<file path="src/rtl/stack_cpu.sv">
// Stack-machine core: 16-bit instruction words from ROM, data stack in RAM behind a cached TOS register.
// Optional MUL opcode (0x2004) is built only when STACK_CPU_MUL_EN is defined.
module stack_cpu #(
    parameter int unsigned DATA_W      = 16,
    parameter int unsigned ADDR_W      = 16,
    parameter int unsigned STACK_DEPTH = 64,
    parameter int unsigned STACK_BASE  = 0,
    parameter int unsigned MEM_LAT     = 2
) (
    input  logic              clock,
    input  logic              reset,
    output logic [ADDR_W-1:0] rom_addr,
    input  logic [15:0]       rom_q,
    output logic [ADDR_W-1:0] ram_addr,
    output logic [DATA_W-1:0] ram_wdata,
    output logic              ram_wren,
    input  logic [DATA_W-1:0] ram_q,
    output logic              halted,
    output logic              error,
    output logic [1:0]        err_code,
    output logic [ADDR_W-1:0] pc_out,
    output logic [ADDR_W-1:0] sp_out,
    output logic [DATA_W-1:0] tos_out
);
    localparam int unsigned       WAIT_W    = (MEM_LAT > 1) ? $clog2(MEM_LAT) : 1;
    localparam logic [WAIT_W-1:0] WAIT_LAST = WAIT_W'(MEM_LAT - 1);
    localparam logic [WAIT_W-1:0] WAIT_ONE  = WAIT_W'(1);
    localparam logic [ADDR_W-1:0] ONE       = ADDR_W'(1);
    localparam logic [ADDR_W-1:0] TWO       = ADDR_W'(2);
    localparam logic [ADDR_W-1:0] DEPTH     = ADDR_W'(STACK_DEPTH);
    localparam logic [ADDR_W-1:0] BASE      = ADDR_W'(STACK_BASE);

    localparam logic [15:0] OP_NOP  = 16'h0000;
    localparam logic [15:0] OP_IMM  = 16'h0002;
    localparam logic [15:0] OP_JMP  = 16'h1000;
    localparam logic [15:0] OP_JZ   = 16'h1001;
    localparam logic [15:0] OP_ADD  = 16'h2000;
    localparam logic [15:0] OP_SUB  = 16'h2001;
    localparam logic [15:0] OP_AND  = 16'h2002;
    localparam logic [15:0] OP_OR   = 16'h2003;
    localparam logic [15:0] OP_MUL  = 16'h2004;
    localparam logic [15:0] OP_DUP  = 16'h3000;
    localparam logic [15:0] OP_DROP = 16'h3001;
    localparam logic [15:0] OP_HALT = 16'hFFFF;

    typedef enum logic [2:0] {
        S_FETCH, S_DECODE, S_OPER_WAIT, S_RD_WAIT, S_EXEC, S_HALT, S_ERROR
    } state_t;

    state_t            state;
    logic [WAIT_W-1:0] wait_cnt;
    logic [ADDR_W-1:0] pc;
    logic [ADDR_W-1:0] sp;
    logic [DATA_W-1:0] tos;
    logic [15:0]       op;

    logic              legal;
    logic              grows;
    logic [ADDR_W-1:0] need;
    logic [DATA_W-1:0] imm_ext;
    logic [DATA_W-1:0] alu;
    logic              lat_done;

    assign rom_addr = pc;
    assign pc_out   = pc;
    assign sp_out   = sp;
    assign tos_out  = tos;
    assign imm_ext  = DATA_W'($signed(rom_q));
    assign lat_done = (wait_cnt == WAIT_LAST);

    // Opcode legality, minimum stack depth and stack growth of the word on rom_q
    always_comb begin
        legal = 1'b1;
        grows = 1'b0;
        need  = '0;
        case (rom_q)
            OP_NOP, OP_JMP, OP_HALT: need = '0;
            OP_IMM:                  grows = 1'b1;
            OP_JZ, OP_DROP:          need = ONE;
            OP_DUP: begin
                need  = ONE;
                grows = 1'b1;
            end
            OP_ADD, OP_SUB, OP_AND, OP_OR: need = TWO;
`ifdef STACK_CPU_MUL_EN
            OP_MUL: need = TWO;
`endif
            default: legal = 1'b0;
        endcase
    end

    // Binary ops take NOS from the RAM read and TOS from the cache
    always_comb begin
        alu = '0;
        case (op)
            OP_ADD: alu = ram_q + tos;
            OP_SUB: alu = ram_q - tos;
            OP_AND: alu = ram_q & tos;
            OP_OR:  alu = ram_q | tos;
`ifdef STACK_CPU_MUL_EN
            OP_MUL: alu = ram_q * tos;
`endif
            default: alu = '0;
        endcase
    end

    always_ff @(posedge clock) begin
        if (reset) begin
            state     <= S_FETCH;
            wait_cnt  <= '0;
            pc        <= '0;
            sp        <= '0;
            tos       <= '0;
            op        <= '0;
            ram_addr  <= '0;
            ram_wdata <= '0;
            ram_wren  <= 1'b0;
            halted    <= 1'b0;
            error     <= 1'b0;
            err_code  <= 2'd0;
        end else begin
            ram_wren <= 1'b0;
            case (state)
                S_FETCH: begin
                    if (lat_done) begin
                        wait_cnt <= '0;
                        state    <= S_DECODE;
                    end else begin
                        wait_cnt <= wait_cnt + WAIT_ONE;
                    end
                end
                S_DECODE: begin
                    op <= rom_q;
                    if (!legal) begin
                        error    <= 1'b1;
                        err_code <= 2'd3;
                        state    <= S_ERROR;
                    end else if (sp < need) begin
                        error    <= 1'b1;
                        err_code <= 2'd2;
                        state    <= S_ERROR;
                    end else if (grows && sp >= DEPTH) begin
                        error    <= 1'b1;
                        err_code <= 2'd1;
                        state    <= S_ERROR;
                    end else begin
                        case (rom_q)
                            OP_NOP: begin
                                pc    <= pc + ONE;
                                state <= S_FETCH;
                            end
                            OP_HALT: begin
                                halted <= 1'b1;
                                state  <= S_HALT;
                            end
                            OP_IMM, OP_JMP, OP_JZ: begin
                                pc    <= pc + ONE;
                                state <= S_OPER_WAIT;
                            end
                            OP_DUP: begin
                                ram_addr  <= BASE + sp - ONE;
                                ram_wdata <= tos;
                                ram_wren  <= 1'b1;
                                state     <= S_EXEC;
                            end
                            OP_DROP: begin
                                ram_addr <= BASE + sp - TWO;
                                state    <= (sp >= TWO) ? S_RD_WAIT : S_EXEC;
                            end
                            default: begin
                                ram_addr <= BASE + sp - TWO;
                                state    <= S_RD_WAIT;
                            end
                        endcase
                    end
                end
                S_OPER_WAIT: begin
                    if (lat_done) begin
                        wait_cnt <= '0;
                        // The operand address stays on rom_addr, so rom_q is still valid in EXEC
                        if (op == OP_IMM && sp != '0) begin
                            ram_addr  <= BASE + sp - ONE;
                            ram_wdata <= tos;
                            ram_wren  <= 1'b1;
                        end
                        if (op == OP_JZ && sp >= TWO) begin
                            ram_addr <= BASE + sp - TWO;
                            state    <= S_RD_WAIT;
                        end else begin
                            state <= S_EXEC;
                        end
                    end else begin
                        wait_cnt <= wait_cnt + WAIT_ONE;
                    end
                end
                S_RD_WAIT: begin
                    if (lat_done) begin
                        wait_cnt <= '0;
                        state    <= S_EXEC;
                    end else begin
                        wait_cnt <= wait_cnt + WAIT_ONE;
                    end
                end
                S_EXEC: begin
                    state <= S_FETCH;
                    case (op)
                        OP_IMM: begin
                            tos <= imm_ext;
                            sp  <= sp + ONE;
                            pc  <= pc + ONE;
                        end
                        OP_JMP: pc <= ADDR_W'(rom_q);
                        OP_JZ: begin
                            pc  <= (tos == '0) ? ADDR_W'(rom_q) : pc + ONE;
                            sp  <= sp - ONE;
                            tos <= (sp >= TWO) ? ram_q : '0;
                        end
                        OP_DUP: begin
                            sp <= sp + ONE;
                            pc <= pc + ONE;
                        end
                        OP_DROP: begin
                            sp  <= sp - ONE;
                            tos <= (sp >= TWO) ? ram_q : '0;
                            pc  <= pc + ONE;
                        end
                        default: begin
                            tos <= alu;
                            sp  <= sp - ONE;
                            pc  <= pc + ONE;
                        end
                    endcase
                end
                S_HALT, S_ERROR: state <= state;
                default: state <= S_FETCH;
            endcase
        end
    end
endmodule
</file>
<file path="config.mk">
export PLATFORM = sky130hd
export DESIGN_NAME = stack_cpu
export DESIGN_NICKNAME = d
export VERILOG_FILES = /design/src/rtl/stack_cpu.sv
export SDC_FILE = /design/constraint.sdc
export NUM_CORES = 1
export LEC_CHECK = 0
export ABC_AREA = 1
export CORE_ASPECT_RATIO = 1.1
export CORE_UTILIZATION = 59
export DETAILED_ROUTE_END_ITERATION = 8
export GPL_TIMING_DRIVEN = 0
export PLACE_DENSITY = 0.91
export SLEW_MARGIN = 15
export SYNTH_ARGS = -nofsm -noshare
export SYNTH_HDL_FRONTEND = slang
export SYNTH_SLANG_ARGS = --single-unit
</file>
<file path="constraint.sdc">
create_clock -name clock -period 6.5 [get_ports clock]
set_input_delay 1.3 -clock clock [delete_from_list [all_inputs] [get_ports clock]]
set_output_delay 1.3 -clock clock [all_outputs]
set_load 0.01 [all_outputs]
</file>
; ---- Word-level counts from Yosys, hierarchy flattened
; Cells that the tools add are included.
[word_totals]
word_cells = 148
ff_bits = 105
out_inout_bits = 101
input_bits = 34
[op_classes]
n_eq_ne = 37
n_reduce_logical = 29
order_cmp = 3
n_mux = 53
n_bitwise = 7
n_addsub = 7
[ops]
columns = cell, count
row1 = 16-bit two-way mux, 18
row2 = 16-bit by 14-bit equality test with 1-bit output (second input constant), 12
row3 = 16-bit case mux with 2 select lines, 6
row4 = 16-bit by 13-bit equality test with 1-bit output (second input constant), 4
row5 = 16-bit case mux with 4 select lines, 1
row6 = 16-bit case mux with 3 select lines, 1
row7 = 16-bit by 1-bit adder with 16-bit output (second input constant), 2
row8 = 16-bit by 2-bit equality test with 1-bit output (second input constant), 2
row9 = 16-bit logical NOT, 2
row10 = 3-bit case mux with 5 select lines, 2
row11 = 3-bit two-way mux, 8
row12 = 2-bit inequality test (second input constant), 10
row13 = 16-bit adder, 1
row14 = 16-bit AND, 1
row15 = 16-bit equality test (second input constant), 1
row16 = 16-bit by 2-bit greater-or-equal comparator with 1-bit output (second input constant), 1
row17 = 16-bit by 7-bit greater-or-equal comparator with 1-bit output (second input constant), 1
row18 = 16-bit less-than comparator, 1
row19 = 16-bit bitwise OR, 1
row20 = 16-bit nonzero test, 1
row21 = 16-bit by 1-bit subtractor with 16-bit output (second input constant), 1
row22 = 16-bit subtractor, 1
row23 = 16-bit by 2-bit subtractor with 16-bit output (second input constant), 1
row24 = 7-bit AND reduction, 2
row25 = 22 further kinds, 55

; ---- Longest topological paths before layout
; Gate-level depths: netlist of run 1.
[depth]
word_depth = 8
ltp_mapped = 22
mapped_depth_nobuf = 22

; ---- Worst setup path before layout of run 1
; Ideal clock, no wire load.
[synth_timing]
path_kind = in2reg
startpoint = input ram_q[0]
endpoint = register tos[12], in the netlist tos_out[12]
n_path_buf = 0
path_stages = 14
setup_ns = 0.115
required_ns = 6.385
t_arrival_ns = 2.983
slack_ns = 3.402
cell_sequence = inv_1 ha_1 fa_1 nand3b_1 nand2_1 a21oi_1 o21ai_0 nand2_1 nand2_1 nand2_1 nand3_1 nand2_1 o21ai_0 inv_1
[synth_between]
elab_chain_cells = 3
word_cells_on_any_way = 4
classes_between = add/sub: 2 / mux: 2
[synth_rtl]
columns = item, line_no
row1 = start: declaration, 17  ; input logic [DATA_W-1:0] ram_q,
row2 = 16-bit subtractor / 16-bit adder (equally long branches), "97, 96"
row3 = 16-bit case mux with 4 select lines *, 95  ; case (op)
row4 = 16-bit case mux with 3 select lines *, 206  ; case (op)
row5 = end signal: assignment, 208  ; tos <= imm_ext;
row6 = end signal: assignment, 216  ; tos <= (sp >= TWO) ? ram_q : '0;
row7 = end signal: assignment, 224  ; tos <= (sp >= TWO) ? ram_q : '0;
row8 = end: declaration, 54  ; logic [DATA_W-1:0] tos;
; Every way passes the cells marked *; elsewhere a longest branch is shown, timed or not.
; A chain may end at the register's enable or synchronous reset.

; ---- Worst setup path after layout of run 1
[layout_timing]
startpoint = register op[2]
endpoint = register tos[12], in the netlist tos_out[12]
[layout_between]
elab_chain_cells = 4
word_cells_on_any_way = 15
classes_between = eq/ne: 9 / mux: 2 / bitwise: 1 / reduce/logical: 3
[layout_rtl]
columns = item, line_no
row1 = start: declaration, 55  ; logic [15:0] op;
row2 = start signal: assignment, 133  ; op <= rom_q;
row3 = "parallel branches: the longest is 4 deep, another holds 16-bit by 14-bit equality test with 1-bit output", n/a
; Parallel ways; which one is timed is not known.

==> flow_summary.toml, run 1 <==
[yosys]
synth_ff_type = "dfxtp_1"
syn_nets = 1427
synth_seq_cells = 105
syn_inst = 1366
synthTopCellsByCount = "328 x nand2_1, 162 x inv_1, 153 x nor2_1"
synth_warnings = 0
synthesis.area_um2 = 8400
synth-edff-count = 0
yosysSeqAreaShare_pct = 25.0
synth_cell_type_count = 49
synth_most_common_cell = "nand2_1"
async_reset_ff_share_pct = 0
synth_top_area_cell = "dfxtp_1"
yosysTopAreaCellShare_pct = 25.0
synth.avg_cell_area_um2 = 6.15
synth.area.top_cells = "dfxtp_1 25%, nand2_1 15%, inv_1 7.2%, nor2_1 6.8%, a21oi_1 6.6%"

[layout]
antenna_cells = 0
syn_to_final_growth_pct = 22.2
fillers = 1182
layout-drive-gt1-share_pct = 7.40
finalCoreUtilization_pct = 74.1
fin_nets = 1570

[global_route]
grt_pass1_vias = 9111
grt_pass1_wl_um = 44900
grt_usage_pct = 39.3
antenna_found_initial = 0
overflow = 0
grt_start_max_net_pins = 22

[setup_path]
critPathCaptureType = "register"
cp_max_fo = 9
critPathTopFamily = "simple AND/OR/NAND/NOR gates"
path_cells = "inv_1 -> nand2_1 -> nor2_2 -> nand3_1 -> nor2_1 -> inv_1 -> nand2_1 -> xor2_1 -> ha_1 -> nand2_1 -> inv_1 -> a21oi_1 -> o21ai_0 -> nand2_1 -> nand3_1 -> nand3_1 -> nand2_1 -> o21ai_0 -> inv_1"
crit_path_frequent_cell = "nand2_1"
slowest_delay_ns = 0.64
cp.arrival_ns = 4.31
critPathSlowestCell = "nor2_1"
crit_path_start_kind = "register"
crit_required_ns = 6.75
worstSetupPathType = "reg -> reg"
critical_path_buf_inv_count = 4

[clock_tree]
holdBufCountCts = 0
cts_tree = "yes"
cts_root_buf = "clkbuf_16"
cts_resized = 0
clkLatencyLatePin_ns = 0.37
cts_buffers = 9
cts_setup_buffers = 0
clockBufferDepth = 2
path_clk_slew_ns = 0.08
cts_max_level = 3
cts_sinks = 105

[timing]
finalSetupViolCount = 0
final_max_slew_viol_count = 0
clock.fmax_ghz = 0.246
period_share_pct = 62.5
fin_tns_setup_ns = 0
hold_viol = 0
worst_slew_pin_slew_ns = 0.762
skew_ns = 0.0107
rsz0062_at_grt = "no"
maxSlewHeadroom_pct = 49.0
period_needed_ns = 4.06

[floorplanning]
core_um2 = 13900
dieArea_um2 = 14700
fp.dieH_um = 127
start_util_pct = 60.6
die_x_um = 116
io_pins = 135
rows = 45

[place]
io_buffers = 132
gp_congestion = 1.02
post-dp-hpwl_um = 22000

[power]
peakVddDrop_mv = 0.415
finalPower_w = 0.00591
p_leak_nw = 4.72
cellPowerDensity_nw_per_um2 = 576

[run_status]
status = "completed"

[detailed_routing]
wl_per_cell_um = 16.5
drtPass1Iterations = 6
vias_per_cell = 5.78
drtIter0Drc = 980
drcViolationCount = 0
wirelength_um = 28100
vias = 9842
detail-route-antenna-nets = 0

[job]
max-cap-violations = 0

[worst_hold_path]
worst_hold_path_type = "reg -> reg"
[metal layers]
metal	vias up	wire (µm)	GRT usage [%]
li1	4726	-	-
met1	4429	10600	44.6
met2	547	13300	65.4
met3	140	2460	7.40
met4	0	1850	28.6
met5	-	0	0
[kinds of logic after synthesis]
logic type,synth area share (%)
xor+xnor,5.95
buf+inv,11.8
fa+ha+maj,4.11
compound gates,17.4
flops,25.0
simple gates,35.8
[state kept, by name, summed over array words and instances, names as in the netlist]
name,count
ram_addr,16
op,16
err_code,2
state,3
ram_wren,1
halted,1
pc_out,16
sp_out,16
ram_wdata,16
tos_out,16
error,1
lat_done,1
[metrics by stage]
stage	cell area (µm²)	hold WS [ns]	setup WS, ns	instances
5_1_grt	10300	0.460	2.14	1702
3_3_place_gp	9950	0.429	2.36	1686
4_1_cts	10300	0.444	2.56	1702
2_1_floorplan	8400	0.423	3.40	1366
6_report	10300	0.447	2.44	1702
3_5_place_dp	9950	0.433	2.31	1686
[power breakdown]
part / switching [W] / total, W / internal (W) / leakage, nW
Combinational: 0.00267 / 0.00427 / 0.00159 / 3.72
Clock: 0.000298 / 0.000574 / 0.000276 / 0.149
Sequential: 0.000236 / 0.00107 / 0.000835 / 0.854
[placed cells by master, fill, tap and decap left out, drive strengths merged, types with 2 or more instances in the layout]
cell / instances
o31ai: 3
dfxtp: 105
clkbuf: 31
nor4: 3
nand4: 20
a21oi: 111
xnor2: 3
xor2: 54
a31oi: 9
nor2: 177
inv: 179
nand2: 337
a221oi: 2
nand3b: 5
o22ai: 3
ha: 26
or2: 4
clkdlybuf4s50: 132
a21o: 3
o21a: 3
o211ai: 13
o21bai: 4
clkinv: 4
o221ai: 3
nor3: 27
buf: 36
nand3: 98
o21ai: 113
and2: 3
[worst register-to-register path, cell delays in order (launching register included)]
cell     delay (ns)
dfxtp_1        0.31
inv_1          0.08
nand2_1        0.16
nor2_2         0.17
nand3_1        0.17
nor2_1         0.64
inv_1          0.31
nand2_1        0.14
xor2_1         0.19
ha_1           0.31
nand2_1        0.08
inv_1          0.04
a21oi_1        0.29
o21ai_0        0.20
nand2_1        0.11
nand3_1        0.07
nand3_1        0.16
nand2_1        0.06
o21ai_0        0.36
inv_1          0.09
[cell type report]
cell class	instances	area, µm²	area share (%)
plain buffers	58	327	3.18
well taps	188	235	2.29
flip-flops and latches	105	2100	20.5
inverters	176	661	6.44
repair buffers	132	1320	12.9
clock buffers	9	225	2.20
clock inverters	7	78.8	0.768
multi-input cells	1027	5310	51.7
[worst paths after layout]
path / startpoint / to / slack, ns / cells past startpoint
setup / recovery: op[2] / tos_out[12] / 2.44 / 19
hold / removal: op[4] / op[4] / 0.45 / 2
setup reg to reg: op[2] / tos_out[12] / 2.44 / 19
hold reg to reg: op[4] / op[4] / 0.45 / 2
Power figures use the tool's default switching activity.
==> run 2: changes to the inputs <==
CORE_UTILIZATION = 50   (was 59)
PLACE_DENSITY = 0.82   (was 0.91)
clock period = 3.4 ns   (was 6.5 ns; I/O delays follow)
==> run 2 against run 1 <==
- the flow now finishes with violations (design-rule violations)
- clock power up 97%
- via count decreased by 2.7%
- flip-flop and latch count stayed put
- utilization is 11 points lower
- die area increased by 18%
- combinational power increased by 90%
- non-clock buffer count grew 1
- sequential share of layout area fell by 0.13 points
- cell area up 0.66%
- clock-buffer cell count unchanged
- total power increased by 91%
- global-route usage down 7.0 points
- critical path type unchanged
- critical endpoint is now tos_out[14]
- largest cell class unchanged
==> flow_summary.toml, run 2 (synthesis results as in run 1) <==
[clock_tree]
cts_max_level = 3
cts_root_buf = "clkbuf_16"
cts_tree = "yes"
cts_buffers = 9
path_clk_slew_ns = 0.08
holdBufCountCts = 0
clockBufferDepth = 2
clkLatencyLatePin_ns = 0.37
cts_sinks = 105

[timing]
holdWs_ns = 0.444
period_needed_ns = 3.16
skew_ns = 0.0107
final_max_slew_viol_count = 0
finalSetupViolCount = 0
clock.fmax_ghz = 0.317
period_share_pct = 92.9
fin_tns_setup_ns = 0
worst_slew_pin_slew_ns = 0.655
hold_viol = 0
maxSlewHeadroom_pct = 56.3

[setup_path]
reg2reg_to = "tos_out[14]"
critPathSlowestCell = "dfxtp_1"
crit_required_ns = 3.67
path_cells = "nor3_1 -> nand2_1 -> nor3_2 -> a31oi_1 -> xor2_1 -> ha_1 -> a21oi_1 -> o21ai_0 -> a21oi_1 -> nand2_1 -> o21ai_0 -> nand2_1 -> o21ai_0 -> inv_1"
ff2ff_path_depth = 14
slowest_delay_ns = 0.43
r2r_setup_slack_ns = 0.24
critPathCaptureType = "register"
rr_startpoint = "tos_out[1]"
cp_max_fo = 6
crit_path_start_kind = "register"
cp.arrival_ns = 3.42
worstSetupPathType = "reg -> reg"

[place]
gp_congestion = 0.981
post-dp-hpwl_um = 21800
io_buffers = 132
dpl.cell_count = 1702

[detailed_routing]
vias = 9581
drtIter0Drc = 916
drcViolationCount = 22
detail-route-antenna-nets = 0
drtPass1Iterations = 9
wirelength_um = 28100
vias_per_cell = 5.57
wl_per_cell_um = 16.3

[power]
cellPowerDensity_nw_per_um2 = 1100
peakVddDrop_mv = 0.804
p_leak_nw = 4.73

[global_route]
overflow = 0
grt_start_max_net_pins = 20
grt_usage_pct = 32.2
antenna_found_initial = 1
grt_pass1_wl_um = 43600
grt_pass1_vias = 8631

[layout]
layout-drive-gt1-share_pct = 7.92
final-seq-area_um2 = 2100
fillers = 1613
fin_cells = 1720
syn_to_final_growth_pct = 23.0
fin_nets = 1571
final_common_cell = "nand2_1"
mostFrequentLayoutCells = "328 x nand2_1, 162 x inv_1, 151 x nor2_1"
multi_input_area_um2 = 5340

[run_status]
status = "finished with violations"
violations = "design-rule violations"

[worst_hold_path]
min-delay-start = "op[4]"
worst_hold_path_type = "reg -> reg"
whs_path_depth = 2
whs_endpoint = "op[4]"

[floorplanning]
rows = 49
io_pins = 135
die_x_um = 126
start_util_pct = 51.3
fp.dieH_um = 138
dieArea_um2 = 17300
core_um2 = 16400

[job]
max-cap-violations = 0
[run 2: cell count changes in the layout (fill, tap and decap cells not counted), sizes merged]
| cell | previous run | this run |
|---|---|---|
| buf | 36 | 37 |
| bufinv | 0 | 1 |
| clkinvlp | 0 | 1 |
| diode | 0 | 1 |
| inv | 179 | 177 |
[run 2: stage by stage]
stage	util (%)	worst slack (ns)	power (W)	area, µm²
5_1_grt	63.1	-0.0201	0.0123	10300
4_1_cts	62.8	0.0131	0.0111	10300
6_report	63.1	0.241	0.0113	10300
2_1_floorplan	-	0.539	0.00763	8400
3_5_place_dp	60.9	-0.155	0.00999	9970
3_3_place_gp	60.9	-0.141	0.00990	9970
[run 2: power by group]
part	switching, W	total [W]	leakage (nW)	internal [W]
registers	0.000459	0.00206	0.854	0.00160
logic	0.00508	0.00813	3.73	0.00305
clock network	0.000544	0.00113	0.149	0.000585
[run 2: critical path, delay by kind of cell (launching register included)]
kind	cells	cell delay, ns
simple gates	5	0.89
buf+inv	1	0.05
compound gates	6	1.14
flops	1	0.43
fa+ha+maj	1	0.35
xor+xnor	1	0.18
[run 2: worst max path at each step]
stage | start | endpoint | slack, ns | cells after the start
3_5_place_dp | op[2] | tos_out[12] | -0.15 | 19
3_3_place_gp | op[2] | tos_out[12] | -0.14 | 19
5_1_grt | tos_out[0] | tos_out[14] | -0.02 | 14
4_1_cts | op[2] | tos_out[12] | 0.01 | 19
6_report | tos_out[1] | tos_out[14] | 0.24 | 14
2_1_floorplan | op[5] | tos_out[9] | 0.54 | 20
[run 2: layout make-up]
| class | count | share of cell area, % |
|---|---|---|
| multi-input cells | 1027 | 51.7 |
| flip-flops and latches | 105 | 20.4 |
| repair buffers | 133 | 12.9 |
| inverters | 176 | 6.40 |
| plain buffers | 58 | 3.16 |
| well taps | 204 | 2.47 |
| clock buffers | 9 | 2.18 |
| clock inverters | 7 | 0.812 |
| diodes | 1 | 0.0242 |
[run 2: repair_timing]
| action | CTS | global route |
|---|---|---|
| pin swaps | 0 | 1 |
| buffers inserted | 0 | 1 |
| gates resized for setup | 1 | 7 |
| endpoints found under the setup margin | 8 | 9 |
[run 2: routing by layer]
| metal | GRT usage [%] | share of wire [%] |
|---|---|---|
| met1 | 37.3 | 40 |
| met2 | 57.7 | 49 |
| met3 | 4.44 | 6.9 |
| met4 | 18.4 | 4.3 |
| met5 | 0 | 0 |
==> run 3: changes to the inputs <==
CORE_UTILIZATION = 51   (was 50)
CTS_BUF_LIST = sky130_fd_sc_hd__clkbuf_8   (was unset)
PLACE_DENSITY = 0.84   (was 0.82)
==> run 3 against run 2 <==
- the run now ends clean
- sequential share of layout area increased by 0.20 points
- total power fell by 1.9%
- sequential power about the same
- utilization is 1.2 points higher
- via count is 0.39% higher
- wire length up 0.18%
- largest cell class unchanged
- highest routed layer unchanged
==> flow_summary.toml, run 3 (synthesis results as in run 1) <==
[timing]
worst_slew_pin_slew_ns = 0.698
finalSetupViolCount = 0
final_max_slew_viol_count = 0
timing.final.ws_setup_ns = 0.235
holdWs_ns = 0.457
hold_viol = 0
fin_tns_setup_ns = 0
maxSlewHeadroom_pct = 53.4
period_needed_ns = 3.17
clock.fmax_ghz = 0.316
period_share_pct = 93.1
skew_ns = 0.0114

[setup_path]
critPathSlowestCell = "dfxtp_1"
crit_path_frequent_cell = "nand3_1"
cp_max_fo = 6
slowest_delay_ns = 0.45
ff2ff_path_depth = 17
crit_required_ns = 3.69
worstSetupPathType = "reg -> reg"
path_cells = "inv_1 -> ha_1 -> nand3_1 -> nor2_4 -> nand3_1 -> nand2_1 -> xor2_1 -> ha_1 -> nand2_1 -> inv_1 -> a21oi_1 -> nand2_1 -> or2_2 -> nand3_1 -> nand3_1 -> nor2_1 -> nor2_1"
crit_path_start_kind = "register"
critPathCaptureType = "register"
cp.arrival_ns = 3.46

[detailed_routing]
drtIter0Drc = 859
detail-route-antenna-nets = 0
dr_wl_met3_um = 1820
wl_met1_um = 11400
vias_per_cell = 5.60
drcViolationCount = 0
drtPass1Iterations = 6
dr.max_layer_used = "met4"
wl_per_cell_um = 16.4
wirelength_um = 28100
wl_met2_um = 13300
vias = 9618

[clock_tree]
cts_tree = "yes"
clockBufferDepth = 2
cts_root_buf = "clkbuf_8"
clkLatencyLatePin_ns = 0.40
holdBufCountCts = 0
cts_buffers = 9
cts_max_level = 3
cts_sinks = 105
path_clk_slew_ns = 0.11

[floorplanning]
die_x_um = 124
rows = 48
core_um2 = 15900
io_pins = 135
fp.dieH_um = 137
dieArea_um2 = 17000
start_util_pct = 52.8

[layout]
fin_nets = 1572
final_cell_area_um2 = 10200
syn_to_final_growth_pct = 21.8
layout-drive-gt1-share_pct = 7.98
final_common_cell = "nand2_1"
mostFrequentLayoutCells = "328 x nand2_1, 163 x inv_1, 151 x nor2_1"

[power]
peakVddDrop_mv = 0.944
p_leak_nw = 4.69
cellPowerDensity_nw_per_um2 = 1090

[place]
dp_slack_ns = -0.343
placed_area_um2 = 9970
io_buffers = 132
gp_congestion = 1.00
post-dp-hpwl_um = 22300

[worst_hold_path]
whs_path_depth = 2
worst_hold_path_type = "reg -> reg"

[job]
max-cap-violations = 0

[run_status]
status = "completed"

[global_route]
antenna_found_initial = 1
grt_pass1_vias = 9074
grt_start_max_net_pins = 19
grt_usage_pct = 33.2
overflow = 0
grt_pass1_wl_um = 45000
==> run 3: cell type report <==
class / count / area (µm²)
buffer: 58 / 327
sequential: 105 / 2100
fill: 1540 / 5690
multi-input combinational: 1028 / 5360
tap: 200 / 250
timing repair buffer: 133 / 1330
clock buffer: 9 / 124
clock inverter: 7 / 76.3
antenna: 1 / 2.50
inverter: 176 / 661
==> run 3: power by group <==
group | total (W) | internal (W) | switching, W
clock network | 0.000840 | 0.000348 | 0.000492
registers | 0.00205 | 0.00160 | 0.000453
logic | 0.00821 | 0.00307 | 0.00514
total | 0.0111 | 0.00501 | 0.00609
==> run 3: critical path: cells and delay by family (launching register included) <==
| kind | cells | cell delay, ns |
|---|---|---|
| adders and majority gates | 2 | 0.50 |
| and+or+nand+nor | 11 | 1.50 |
| AOI/OAI and AO/OA | 1 | 0.17 |
| xor gates and xnor gates | 1 | 0.22 |
| DFF | 1 | 0.45 |
| buffers and inverters | 2 | 0.20 |
==> run 3: routing by layer <==
metal | vias up | global-route usage, %
met5 | - | 0
met4 | 0 | 21.6
met3 | 113 | 5.32
met2 | 421 | 57.8
met1 | 4379 | 37.9
li1 | 4705 | -
==> run 3: timing repair <==
item                                    in CTS  in global routing
cloned                                       0                  1
resized for setup                            2                 10
pin swaps                                    0                  1
endpoints found under the setup margin      10                  8
buffers inserted                             0                  1
==> run 3: stage by stage <==
step | util (%) | cells | total power, W
3_5_place_dp | 62.6 | 1698 | 0.0100
3_3_place_gp | 62.6 | 1698 | 0.00992
4_1_cts | 63.9 | 1714 | 0.0109
6_report | 64.3 | 1717 | 0.0111
5_1_grt | 64.3 | 1716 | 0.0121
2_1_floorplan | - | 1366 | 0.00763
==> run 3: path summary, 6_finish.rpt <==
kind | from | to | slack (ns)
max | tos_out[1] | tos_out[9] | 0.23
min | op[4] | op[4] | 0.46
max reg2reg | tos_out[1] | tos_out[9] | 0.23
min reg2reg | op[4] | op[4] | 0.46
